--- config.mk ---
export PLATFORM = sky130hd
export DESIGN_NAME = sat_counter
export DESIGN_NICKNAME = d
export VERILOG_FILES = /design/src/rtl/or3_response_checker_sat_counter.sv
export SDC_FILE = /design/constraint.sdc
export NUM_CORES = 1
export LEC_CHECK = 0
export ABC_CLOCK_PERIOD_IN_PS = 1800
export BUFFER_PORTS_ARGS = -buffer_cell sky130_fd_sc_hd__buf_2
export CAP_MARGIN = 20
export CORE_AREA = 2 2 39 41
export CTS_BUF_LIST = sky130_fd_sc_hd__clkbuf_2 sky130_fd_sc_hd__clkbuf_4 sky130_fd_sc_hd__clkbuf_8
export DETAILED_ROUTE_END_ITERATION = 6
export DIE_AREA = 0 0 41 43
export GPL_ROUTABILITY_DRIVEN = 0
export SYNTH_ARGS = -nofsm -noshare
export SYNTH_HDL_FRONTEND = slang
export SYNTH_SLANG_ARGS = --single-unit
--- constraint.sdc ---
create_clock -name clk -period 1.8 [get_ports clk]
set_clock_uncertainty 0.15 [all_clocks]
set_input_delay 0.09 -clock clk [delete_from_list [all_inputs] [get_ports clk]]
set_output_delay 0.09 -clock clk [all_outputs]
set_load 0.01 [all_outputs]
--- src/rtl/or3_response_checker_sat_counter.sv ---
`default_nettype none
// ============================================================================
//  Module      : sat_counter
//  Description : Up-counter with synchronous clear that sticks at all-ones
//                instead of wrapping.
//  Revision    : 1.0 - initial release
// ============================================================================
module sat_counter #(
    parameter int W = 8
) (
    input  logic         clk,
    input  logic         rst,
    input  logic         clr_i,
    input  logic         inc_i,
    output logic [W-1:0] cnt_o
);

    logic [W-1:0] cnt_q;
    logic [W-1:0] cnt_d;

    // Clear has priority over increment; increment stops at the maximum value
    always_comb begin
        cnt_d = cnt_q;
        if (clr_i) begin
            cnt_d = '0;
        end else if (inc_i && (cnt_q != {W{1'b1}})) begin
            cnt_d = cnt_q + W'(1);
        end
    end

    // Count register
    always_ff @(posedge clk) begin
        if (rst) begin
            cnt_q <= '0;
        end else begin
            cnt_q <= cnt_d;
        end
    end

    assign cnt_o = cnt_q;

endmodule : sat_counter
`default_nettype wire

==> out/qor.yml <==
outcome:
  status: "complete, no violations"
power:
  peakVddDrop_v: 0.000276
  p_per_area_nw_per_um2: 614
  p_leak_nw: 0.240
cts:
  cts_resized: 0
  clk_path_buf_depth: 2
  htree_num_levels: 1
  cts_tree: "yes"
  insertion_delay_ps: 250
  post_cts_buffers: 0
  cts_root_buf: "clkbuf_4"
  numCtsBuffers: 3
  clk_pin_slew_ps: 60
  clock_sinks: 8
  holdBufCountCts: 2
worst_setup_path:
  critPathKind: "reg -> reg"
  worst_ep_required_time_ps: 1790
  critPathCaptureType: "register"
  worst-endpoint-arrival_ps: 1590
  crit_fanout: 5
  startpoint_type: "register"
drt:
  dr.pass1.iters: 4
  drtIter0Drc: 10
  vias_per_cell: 5.46
  ant_nets: 0
  drc: 0
  wl_um: 968
  drt-wirelength-per-cell_um: 12.3
  vias: 431
flow_run:
  cap_violations: 0
logic_synthesis:
  synthesis.area_um2: 435
  synth_cell_types: 21
  synth_seq_area_share_pct: 36.8
  yosysWarnings: 0
  ys_seq_elements: 8
  synth_area_per_cell_um2: 9.26
  syn_inst: 47
  syn_nets: 52
floorplanning:
  start_util_pct: 31.5
  dieArea_um2: 1760
  die_x_um: 41
  io-pin-count: 12
  rows: 14
  design.core.area_um2: 1380
  die_h_um: 43
global_route:
  grt_start_max_net_pins: 8
  grt_first_pass_wirelength_um: 1450
  antenna_found_initial: 0
  grt_pass1_vias: 356
  overflow: 0
  grt_use_total_pct: 12.9
final_layout:
  layout_common_cells: "buf_2, dfxtp_1, nand2_1"
  area_growth_pct: 27.0
  largest_register_ffs: 8
  drive_gt1_share_pct: 27.0
  fill_cells: 140
  final_common_cell: "buf_2"
  diodes: 0
  final_nets: 70
sta:
  period_share_pct: 88.9
  fmax_mhz: 625
  finalSetupTns_ps: 0
  hold_viol_final: 0
  max_slew_margin_pct: 70.8
  worst_pin_slew_ps: 436
  rsz0062_at_grt: "false"
  hold_ws_ps: 53.9
  period_minus_slack_ps: 1600
  slew_viol_final: 0
  setup_viol: 0
min_path:
  min_path_type: "in -> reg"
place:
  dpl.hpwl_um: 679
  place.port_buffers: 11
==> stage by stage <==
| step | util [%] | cell area (µm²) | total power, mW | instances | setup slack [ps] |
|---|---|---|---|---|---|
| after floorplan | - | 435 | 0.193 | 47 | 240 |
| after global placement | 36.9 | 510 | 0.205 | 74 | 273 |
| after detailed placement | 36.9 | 510 | 0.205 | 74 | 215 |
| after CTS | 40.0 | 553 | 0.347 | 79 | 206 |
| after global routing | 40.0 | 553 | 0.364 | 79 | 134 |
| final | 40.0 | 553 | 0.340 | 79 | 201 |
==> per-layer routing <==
layer,GRT usage (%),routed length (µm),up-vias
met5,0,0,-
met4,10.0,14,0
met3,4.71,49,2
met2,18.4,491,19
met1,14.5,413,197
li1,-,-,213
==> Yosys cell counts (all sizes together) <==
cell | n | area (µm²)
dfxtp | 8 | 160
nand2 | 6 | 22.5
a21oi | 4 | 20.0
mux2i | 4 | 40.0
a21boi | 3 | 26.3
and3 | 3 | 18.8
or3 | 3 | 18.8
and4 | 2 | 17.5
nand3 | 2 | 10.0
nand4 | 2 | 12.5
a2111oi | 1 | 27.5
a31oi | 1 | 6.26
and3b | 1 | 8.76
buf | 1 | 7.51
ha | 1 | 12.5
inv | 1 | 3.75
nor2 | 1 | 3.75
nor4 | 1 | 6.26
o21ai | 1 | 5.00
or4 | 1 | 7.51
==> cells by family (layout without fill, tap and decap cells) <==
| kind of cell | count (synthesis) | count (layout) | share of synthesized area (%) |
|---|---|---|---|
| simple gates | 22 | 22 | 29.0 |
| buf+inv | 2 | 18 | 2.59 |
| flops | 8 | 8 | 36.8 |
| fa+ha+maj | 1 | 1 | 2.87 |
| mux | 4 | 4 | 9.20 |
| compound gates | 10 | 10 | 19.5 |
==> final cells by class <==
cell class / count / area [µm²] / share of cell area (%)
Tap cell: 16 / 20.0 / 3.62
Inverter: 1 / 3.75 / 0.679
Clock buffer: 3 / 22.5 / 4.07
Timing Repair Buffer: 14 / 82.6 / 14.9
Multi-Input combinational cell: 37 / 264 / 47.7
Sequential cell: 8 / 160 / 29.0
==> worst max-delay path, cell delays in order, from the launching register on <==
cell	delay, ps
dfxtp_1	380
ha_1	260
nand3_1	130
or4_1	400
and3_1	180
==> report_power, final <==
part           switching (mW)  total, mW  leakage (nW)  internal [mW]
logic                  0.0135     0.0245         0.162         0.0109
registers             0.00161      0.180        0.0646          0.179
clock network          0.0587      0.135        0.0138         0.0762
==> path summary, 6_finish.rpt <==
check	from	slack [ps]	cells past startpoint	end
max	cnt_o[0]	200	4	cnt_o[6]
min	inc_i	50	3	cnt_o[2]
max reg2reg	cnt_o[0]	200	4	cnt_o[6]
min reg2reg	cnt_o[1]	340	2	cnt_o[1]
Power figures use the tool's default switching activity.
